`src/rtl/ntt_ctrl_pkg.sv`:
```
// Shared types, opcodes and the per-issue address generator for the NTT sequencer.
package ntt_ctrl_pkg;

    typedef enum logic [1:0] {StIdle, StIssue, StDrain, StDone} state_e;

    localparam logic [1:0] OP_NTT  = 2'b00;
    localparam logic [1:0] OP_INTT = 2'b01;
    localparam logic [1:0] OP_PWM  = 2'b10;

    localparam int unsigned N                = 256;
    localparam int unsigned NUM_LAYERS       = 7;
    localparam int unsigned ISSUES_PER_LAYER = 128;
    localparam int unsigned AddrW            = $clog2(N);

    typedef struct packed {
        logic [AddrW-1:0] addr_a;
        logic [AddrW-1:0] addr_b;
        logic [6:0]       zeta;
    } addr_t;

    // Butterfly pair and twiddle index for issue number cnt within a layer.
    function automatic addr_t calc_addr(input logic [1:0] op, input logic [2:0] layer,
                                        input logic [6:0] cnt);
        addr_t      r;
        logic [3:0] lg;
        logic [7:0] len;
        logic [6:0] g;
        logic [7:0] j;
        r  = '0;
        lg = 4'd7 - {1'b0, layer};
        if (op == OP_INTT) begin
            lg = {1'b0, layer} + 4'd1;
        end
        len = 8'd1 << lg;
        g   = cnt >> lg;
        j   = ({1'b0, g} << (lg + 4'd1)) | ({1'b0, cnt} & (len - 8'd1));
        r.addr_a = j;
        r.addr_b = j + len;
        if (op == OP_INTT) begin
            r.zeta = (7'd127 >> layer) - g;
        end else begin
            r.zeta = (7'd1 << layer) + g;
        end
        if (op == OP_PWM) begin
            r.addr_a = {cnt, 1'b0};
            r.addr_b = {cnt, 1'b1};
            r.zeta   = 7'd64 + {1'b0, cnt[6:1]};
        end
        return r;
    endfunction

endpackage

```
`src/rtl/ntt_addr_fifo.sv`:
```
// Synchronous tag FIFO holding the write-back address pair of each in-flight butterfly.
module ntt_addr_fifo #(
    parameter int unsigned Width = 16,
    parameter int unsigned Depth = 16
) (
    input  logic                     clk_i,
    input  logic                     reset_i,
    input  logic                     flush_i,
    input  logic                     push_i,
    input  logic [Width-1:0]         wdata_i,
    input  logic                     pop_i,
    output logic [Width-1:0]         rdata_o,
    output logic [$clog2(Depth):0]   count_o,
    output logic                     empty_o
);

    localparam int unsigned PtrW = $clog2(Depth);
    localparam logic [PtrW:0] DepthC = Depth[PtrW:0];

    logic [Width-1:0] mem_q [Depth];
    logic [PtrW-1:0]  wptr_q, wptr_d, rptr_q, rptr_d;
    logic [PtrW:0]    cnt_q, cnt_d;
    logic             do_push, do_pop;

    assign do_push = push_i && (cnt_q != DepthC);
    assign do_pop  = pop_i && (cnt_q != '0);

    always_comb begin
        wptr_d = wptr_q;
        rptr_d = rptr_q;
        cnt_d  = cnt_q;
        if (do_push) begin
            wptr_d = wptr_q + 1'b1;
        end
        if (do_pop) begin
            rptr_d = rptr_q + 1'b1;
        end
        if (do_push && !do_pop) begin
            cnt_d = cnt_q + 1'b1;
        end else if (!do_push && do_pop) begin
            cnt_d = cnt_q - 1'b1;
        end
    end

    always_ff @(posedge clk_i) begin
        if (reset_i || flush_i) begin
            wptr_q <= '0;
            rptr_q <= '0;
            cnt_q  <= '0;
        end else begin
            wptr_q <= wptr_d;
            rptr_q <= rptr_d;
            cnt_q  <= cnt_d;
        end
    end

    always_ff @(posedge clk_i) begin
        if (do_push) begin
            mem_q[wptr_q] <= wdata_i;
        end
    end

    assign rdata_o = mem_q[rptr_q];
    assign count_o = cnt_q;
    assign empty_o = (cnt_q == '0);

endmodule

```
`src/rtl/ntt_ctrl.sv`:
```
// Sequencer driving a 256-point NTT/INTT through one pipelined butterfly, layer by layer.
// Define NTT_CTRL_PWM_EN to enable the single-pass pointwise-multiply mode (mode 10).
module ntt_ctrl
    import ntt_ctrl_pkg::*;
#(
    parameter int unsigned BF_LATENCY = 7,
    parameter int unsigned FIFO_DEPTH = 16
) (
    input  logic             clk_i,
    input  logic             reset_i,
    input  logic             start_i,
    input  logic [1:0]       mode_i,
    output logic             busy_o,
    output logic             done_o,
    output logic             err_o,
    output logic             rd_en_o,
    output logic [AddrW-1:0] rd_addr_a_o,
    output logic [AddrW-1:0] rd_addr_b_o,
    output logic [6:0]       zeta_addr_o,
    output logic             bf_valid_o,
    output logic [1:0]       bf_op_o,
    input  logic             bf_valid_out_i,
    output logic             wr_en_o,
    output logic [AddrW-1:0] wr_addr_a_o,
    output logic [AddrW-1:0] wr_addr_b_o
);

    // Never let the tag FIFO be shallower than the pipeline can fill.
    localparam int unsigned FifoDepth =
        (FIFO_DEPTH < BF_LATENCY + 2) ? 2 ** $clog2(BF_LATENCY + 2) : FIFO_DEPTH;
    localparam logic [6:0] LastCnt   = 7'(ISSUES_PER_LAYER - 1);
    localparam logic [2:0] LastLayer = 3'(NUM_LAYERS - 1);

    state_e     state_q, state_d;
    logic [2:0] layer_q, layer_d;
    logic [6:0] cnt_q, cnt_d;
    logic [1:0] op_q, op_d;
    logic       bf_valid_q;
    logic       err_q, err_d;

    logic                     mode_legal, start_ok, last_layer, rd_en, done;
    logic                     fifo_empty, wr_en;
    logic [$clog2(FifoDepth):0] fifo_count;
    logic [2*AddrW-1:0]       fifo_rdata;
    addr_t                    addr;

`ifdef NTT_CTRL_PWM_EN
    assign mode_legal = (mode_i != 2'b11);
`else
    assign mode_legal = (mode_i == OP_NTT) || (mode_i == OP_INTT);
`endif

    assign start_ok   = (state_q == StIdle) && start_i && mode_legal;
    assign last_layer = (op_q == OP_PWM) || (layer_q == LastLayer);
    assign addr       = calc_addr(op_q, layer_q, cnt_q);

    always_comb begin
        state_d = state_q;
        layer_d = layer_q;
        cnt_d   = cnt_q;
        op_d    = op_q;
        rd_en   = 1'b0;
        done    = 1'b0;
        unique case (state_q)
            StIdle: begin
                if (start_ok) begin
                    state_d = StIssue;
                    layer_d = '0;
                    cnt_d   = '0;
                    op_d    = mode_i;
                end
            end
            StIssue: begin
                rd_en = 1'b1;
                cnt_d = cnt_q + 7'd1;
                if (cnt_q == LastCnt) begin
                    state_d = StDrain;
                end
            end
            StDrain: begin
                // Next layer reads may only start once every write of this one has landed.
                if (fifo_count == '0) begin
                    if (last_layer) begin
                        state_d = StDone;
                    end else begin
                        state_d = StIssue;
                        layer_d = layer_q + 3'd1;
                        cnt_d   = '0;
                    end
                end
            end
            StDone: begin
                done    = 1'b1;
                state_d = StIdle;
            end
            default: state_d = StIdle;
        endcase
    end

    assign wr_en = bf_valid_out_i && !fifo_empty;
    assign err_d = err_q || (bf_valid_out_i && fifo_empty);

    always_ff @(posedge clk_i) begin
        if (reset_i) begin
            state_q    <= StIdle;
            layer_q    <= '0;
            cnt_q      <= '0;
            op_q       <= OP_NTT;
            bf_valid_q <= 1'b0;
            err_q      <= 1'b0;
        end else begin
            state_q    <= state_d;
            layer_q    <= layer_d;
            cnt_q      <= cnt_d;
            op_q       <= op_d;
            bf_valid_q <= rd_en;
            err_q      <= err_d;
        end
    end

    ntt_addr_fifo #(
        .Width (2 * AddrW),
        .Depth (FifoDepth)
    ) u_fifo (
        .clk_i   (clk_i),
        .reset_i (reset_i),
        .flush_i (start_ok),
        .push_i  (rd_en),
        .wdata_i ({addr.addr_a, addr.addr_b}),
        .pop_i   (wr_en),
        .rdata_o (fifo_rdata),
        .count_o (fifo_count),
        .empty_o (fifo_empty)
    );

    assign busy_o      = (state_q != StIdle);
    assign done_o      = done;
    assign err_o       = err_q;
    assign rd_en_o     = rd_en;
    assign rd_addr_a_o = rd_en ? addr.addr_a : '0;
    assign rd_addr_b_o = rd_en ? addr.addr_b : '0;
    assign zeta_addr_o = rd_en ? addr.zeta : '0;
    assign bf_valid_o  = bf_valid_q;
    assign bf_op_o     = op_q;
    assign wr_en_o     = wr_en;
    assign wr_addr_a_o = wr_en ? fifo_rdata[2*AddrW-1:AddrW] : '0;
    assign wr_addr_b_o = wr_en ? fifo_rdata[AddrW-1:0] : '0;

endmodule

```
`config.mk`:
```
export PLATFORM = sky130hd
export DESIGN_NAME = ntt_ctrl
export DESIGN_NICKNAME = d
export VERILOG_FILES = /design/src/rtl/ntt_ctrl_pkg.sv /design/src/rtl/ntt_addr_fifo.sv /design/src/rtl/ntt_ctrl.sv
export SDC_FILE = /design/constraint.sdc
export NUM_CORES = 1
export LEC_CHECK = 0
export CAP_MARGIN = 20
export CORE_ASPECT_RATIO = 1.1
export CORE_MARGIN = 1
export CORE_UTILIZATION = 37
export CTS_CLUSTER_DIAMETER = 30
export DETAILED_ROUTE_END_ITERATION = 8
export GPL_ROUTABILITY_DRIVEN = 0
export HOLD_SLACK_MARGIN = 0.03
export PLACE_DENSITY = 0.55
export REMOVE_ABC_BUFFERS = 1
export SLEW_MARGIN = 0
export SYNTH_ARGS = -nofsm -noshare
export SYNTH_HDL_FRONTEND = slang
export SYNTH_HIERARCHICAL = 1
export SYNTH_SLANG_ARGS = --single-unit
```
`constraint.sdc`:
```
create_clock -name clk_i -period 9.6 [get_ports clk_i]
set_input_delay 0.96 -clock clk_i [delete_from_list [all_inputs] [get_ports clk_i]]
set_output_delay 0.96 -clock clk_i [all_outputs]
set_load 0.01 [all_outputs]
```
* Yosys cells after proc, flatten, opt, wreduce, memory -nomap -nowiden
Memories as Yosys holds them, arrays and structs flattened. A register that Yosys moved wholly into a read port is not among the register bits.
Index checks and enable logic that the tools add are counted.
** Cells by class
- Bitwise logic cells :: 2
- Shifts and indexed selects :: 5
- Multiplexer cells :: 29
- Reductions and logical operators :: 27
- $add $sub $neg :: 14
- Eq/ne operators :: 13
** Operators by type and width (count)
- 7-bit two-way mux :: 5
- 8-bit two-way mux :: 4
- 23-bit two-way mux :: 1
- 7-bit one-hot mux with 3 select lines :: 1
- 4-bit by 1-bit adder with 4-bit output (second input constant) :: 3
- 4-bit two-way mux :: 3
- 5-bit two-way mux :: 2
- 3-bit two-way mux :: 3
- 8-bit adder :: 1
- 7-bit by 8-bit AND with 8-bit output :: 1
- 1-bit logical AND :: 8
- 2-bit two-way mux :: 4
- 8-bit bitwise OR :: 1
- 2-bit one-hot mux with 4 select lines :: 1
- 4-bit AND reduction :: 2
- 1-bit by 4-bit << shifter with 8-bit output (first input constant) :: 1
- 7-bit by 4-bit << shifter with 8-bit output :: 1
- 8-bit by 1-bit subtractor with 8-bit output (second input constant) :: 1
- 7-bit by 1-bit adder with 7-bit output (second input constant) :: 1
- 7-bit by 6-bit adder with 7-bit output (first input constant) :: 1
- 7-bit adder :: 1
- 7-bit == test (second input constant) :: 1
- 1-bit by 3-bit << shifter with 7-bit output (first input constant) :: 1
- 7-bit by 3-bit right shift with 7-bit output (first input constant) :: 1
- 24 further kinds :: 41
** Storage, ports and cells
- Bits in registers :: 29
- Input bits :: 6
- Memories kept :: 1
- Output and inout bits :: 47
- Word-level logic and storage cells :: 100
- Memory bits (writable) :: 256
** Memory list
- u_fifo.mem_q :: words 16, bits a word 16, read ports 1, clocked after Yosys merged registers in 1, wr ports 1, line ntt_addr_fifo.sv:20 : logic [Width-1:0] mem_q [Depth];

* Logic depth before layout (Yosys ltp)
- Word-level depth :: 9
- Gate-level depth with buffers :: 22

* By module
Netlist, hierarchy kept.
** By module, submodules not included
- ntt_addr_fifo :: seq. area each 8027.7 um^2, cells each 504, times used 1, area an instance 10480.1 um^2
- ntt_ctrl :: seq. area each 320.3 um^2, cells each 461, times used 1, area an instance 3189.3 um^2

* Least setup slack after synthesis
Ideal clock, no wire load.
- Kind :: reg2out
- Start point :: reg layer_q[0]
- End point :: out rd_addr_b_o[4]
- Data arrival time :: 4.932 ns
- Stages on the path, launching flop included :: 23
- Buffers on the path :: 3
- Path slack :: 3.708 ns
- Cells stage by stage :: dfxtp_1 -> buf_2 -> inv_1 -> clkbuf_1 -> ha_1 -> or3b_2 -> o211ai_1 -> inv_1 -> ha_1 -> clkbuf_1 -> nor2_1 -> nand2_1 -> o21ai_0 -> ha_1 -> inv_1 -> fa_1 -> inv_1 -> a21oi_1 -> and2_1 -> o21bai_1 -> xnor2_1 -> a21oi_1 -> and2_1
** RTL lines
- start: declaration :: line ntt_ctrl.sv:35 : logic [2:0] layer_q, layer_d;
- start signal: assignment :: line ntt_ctrl.sv:113 : layer_q <= layer_d;
- end: declaration :: line ntt_ctrl.sv:18 : output logic [AddrW-1:0] rd_addr_b_o,

==> impl_results.md <==
- Status: finished clean
- Post-synth ARST share: 0%
- Setup Slack @ Placement: around 2.9 ns
- ANT cells: 0
- Min-delay src: err_o$_SDFF_PP0_
- Hold-fix buffers, CTS: 0
- Critical R2R Capture: u_fifo/mem_q[8][6]$_DFFE_PP_
- DRC Markers: 0
- R2R Path Start: layer_q[1]$_SDFFE_PP0P_
- Final nets: 1108
- Starting Density: 37.70%
- WL/cell: 21.79 microns
- RSZ-0062 raised after global routing: false
- CTS Root Cell: clkbuf_16
- Multi-input logic area: 5001 sq um
- Ys flop type: edfxtp_1
- Worst EP required: 8.64 ns
- Hpwl dp: 20990 microns
- Vias post-DR: roughly 8600
- Peak VDD IR: 0.1570 mV
- Antenna Nets Post-Route: 0
- Commonest non-fill, non-tap cells in the layout: edfxtp_1 (256), nor2_1 (81), mux4_2 (64)
- First DRT Iteration DRCs: 677
- Adder-cell share of the synthesized area: roughly 4.1%
- Largest net degree at the start of global routing: 65
- GRT overflow: 0
- Proportion of synthesized area in mux cells: 11.87%
- Syn avg cell area: ~14 sq um
- Worst setup path class: flip-flop to output pin
- Number of synthesized flops with an enable pin: between 200 and 300
- Worst-Skew Late Latency: 0.59 ns
- Pleak: approximately 0.0058 uW
- First-pass GRT wire length: 53270 microns
- # clock sinks: roughly 290
- Die area: ~38000 sq um
- Cell count after synthesis: 965
- Vias per cell: between 5 and 6
- Power per standard cell area: 238.0 nW/um^2
- Post-synthesis sequential area ratio: 61.07%
- Ports: 53
- Gr usage total: 18.97%
- DRT Pass-1 Iters: 5
- Min-Delay Endpoint: err_o$_SDFF_PP0_
- FP Rows: between 70 and 80
- Max Fclk: between 100 and 150 MHz
- Sum Neg Setup Slack: 0 ns
- Worst-Margin Slew: 1.127 ns
- Worst min path class: flip-flop to flip-flop
- R2R depth: 20
- Final period util: 76.24%
- Crit path max fanout: 17
- Worst rel slew slack: 24.89%
- Register Area: 8353 sq um
- Post-Synth XOR/XNOR Area: approximately 2.2%
- Critical Path End Type: output pin
- Worst hold slack: 0.4722 ns
- Initial antenna violation count: 0
- Vias in the first global route: between 8000 and 9000
- Synth cell types: just over 70
- Slowest CP cell: dfxtp_1
- Crit-path cells: clkinv_1 -> ha_1 -> or3b_2 -> o211ai_1 -> inv_1 -> ha_1 -> nor2_1 -> nand2_1 -> o21ai_0 -> ha_1 -> inv_1 -> fa_1 -> inv_1 -> a21oi_1 -> and2_1 -> o21bai_1 -> xnor2_1 -> a21oi_1 -> buf_4 -> and2_1 -> clkdlybuf4s50_1
- Setup Viol. Count Final: 0
- Hold path depth: 2
- Met2 Use GR: 32.17%
- Worst R2R Setup Slack: 4.14 ns
- Top Family by Delay on Critical Path: adder cells
- Synth warn: 6
- Hold Vio Cnt, Final: 0
- Clock slew at reported path FFs: roughly 0.040 ns
- Area added between synthesis and finish: 24.58%
- Clock buffer count from CTS: 61
- Worst EP arrival: 6.36 ns
- CTS tree: done
- Max-cap check violation count: 0
- Worst path bufs/invs: 6
- Commonest non-fill, non-tap cell in the layout: edfxtp_1
- Most Crowded Layer GR: met2
- Main combinational cell family by area after synthesis: multiplexers
- Final setup margin: 2.281 ns
- Die width: between 150 and 200 microns
- Post-cts sizing count: 0
- Fraction of layout cells with a size suffix above 1: 21.96%
- Synth Area in Compound Gates: 9.144%
- Post-CTS Repair Setup Buffers: 0
- CP max stage delay: 0.63 ns
- Post-Synth Simple-Gate Area: 8.805%
- H-tree depth: 2
- GR Util met3: 2.750%
- Routing usage on met1: 25.12%
- Post-Syn Area: 13670 sq um
- CTS Buffer Depth: 3
- Minimum clock period: 7.319 ns
- Core ar.: between 30000 and 40000 sq um
- Clk_skew: roughly 0.06 ns
- Max-slew violations: 0
- Worst setup SP type: flip-flop
- Routed WL: 34820 microns
- Number of fill cells: 3185
- Flop and latch count out of synthesis: ~290
- Vert. Die Dim: 203.6 microns
- IO Port Bufs: 52
[worst register-to-register path: cells and delay by family (launching register included)]
kind            cells  cell delay [ns]
compound gates      6             1.01
xor+xnor            1             0.18
fa+ha+maj           4             1.58
buf+inv             5             0.91
flops               1             0.63
simple gates        4             0.92
[Yosys cell counts (all sizes together), types with 3 or more instances]
library cell,number,share of area [%]
a311oi,3,0.19
nand3,11,0.40
dfxtp,33,4.8
nor3,13,0.48
o21a,3,0.16
o21ai,19,0.72
and2,33,1.5
clkbuf,37,1.0
mux2,6,0.49
o211ai,12,0.70
nor4,4,0.27
or3,3,0.14
or2,5,0.23
a21oi,45,1.6
edfxtp,256,56
a22oi,33,1.8
xnor2,19,1.2
nand2b,9,0.41
and3,5,0.23
ha,38,3.5
a211oi,19,1.1
inv,32,0.88
a21o,11,0.60
o22ai,3,0.14
buf,18,0.78
nor2,93,2.6
a31o,3,0.19
xor2,16,1.0
mux2i,11,0.83
mux4,64,11
nor2b,11,0.50
o21bai,5,0.27
a31oi,6,0.27
nand2,50,1.4
fa,4,0.59
[routing by layer]
layer  part of all wire [%]  up-vias
met5                      0        -
met4                    2.0        0
met3                    4.4       65
met2                     50      274
met1                     44     4322
li1                       -     3926
[area by class of cell]
class                   instances  share of cell area (%)
clock inverters                49                   3.542
multi-input cells             587                   29.37
clock buffers                  65                   9.052
repair buffers                 87                   4.658
inverters                      34                  0.7494
flip-flops and latches        289                   49.05
well taps                     487                   3.578
[per-stage QoR]
step	instances	power [uW]	utilization [%]	cell area [sq um]
3_5_place_dp	1482	1950	40.99	14860
4_1_cts	1596	4091	46.90	17010
2_1_floorplan	910	1799	-	13420
6_report	1598	4053	46.96	17030
5_1_grt	1598	4198	46.96	17030
3_3_place_gp	1481	1947	40.96	14850
[where the power goes]
part           total [uW]  switching (uW)  internal, uW
logic                 475             226           249
clock network        2140             685          1450
registers            1440            46.8          1390
[worst max-delay path by stage]
stage                endpoint  slack [ns]               startpoint  cells past startpoint
3_5_place_dp   rd_addr_b_o[6]        2.88  layer_q[1]$_SDFFE_PP0P_                     20
6_report       rd_addr_b_o[4]        2.28  layer_q[1]$_SDFFE_PP0P_                     21
3_3_place_gp   rd_addr_b_o[6]        2.99  layer_q[1]$_SDFFE_PP0P_                     20
2_1_floorplan  rd_addr_b_o[4]        3.60  layer_q[0]$_SDFFE_PP0P_                     19
5_1_grt        rd_addr_b_o[7]        1.74  layer_q[1]$_SDFFE_PP0P_                     20
4_1_cts        rd_addr_b_o[6]        2.32  layer_q[1]$_SDFFE_PP0P_                     20
[registers in the layout, summed over array words and instances, names as in the netlist, named ones only]
register        count
layer_q             3
state_q             2
err_o               1
cnt_q               7
u_fifo/mem_q      256
u_fifo/count_o      5
u_fifo/rptr_q       4
bf_valid_o          1
u_fifo/wptr_q       4
bf_op_o             2
[cell families (layout without fill, tap and decap cells)]
kind of cell	after synthesis	count (layout)
DFF	289	289
and+or+nand+nor	248	248
AOI/OAI and AO/OA	180	180
buffers and inverters	89	235
muxes	81	81
adders and majority gates	43	43
xor gates and xnor gates	35	35
No activity file was read; power rests on OpenSTA's default activity.
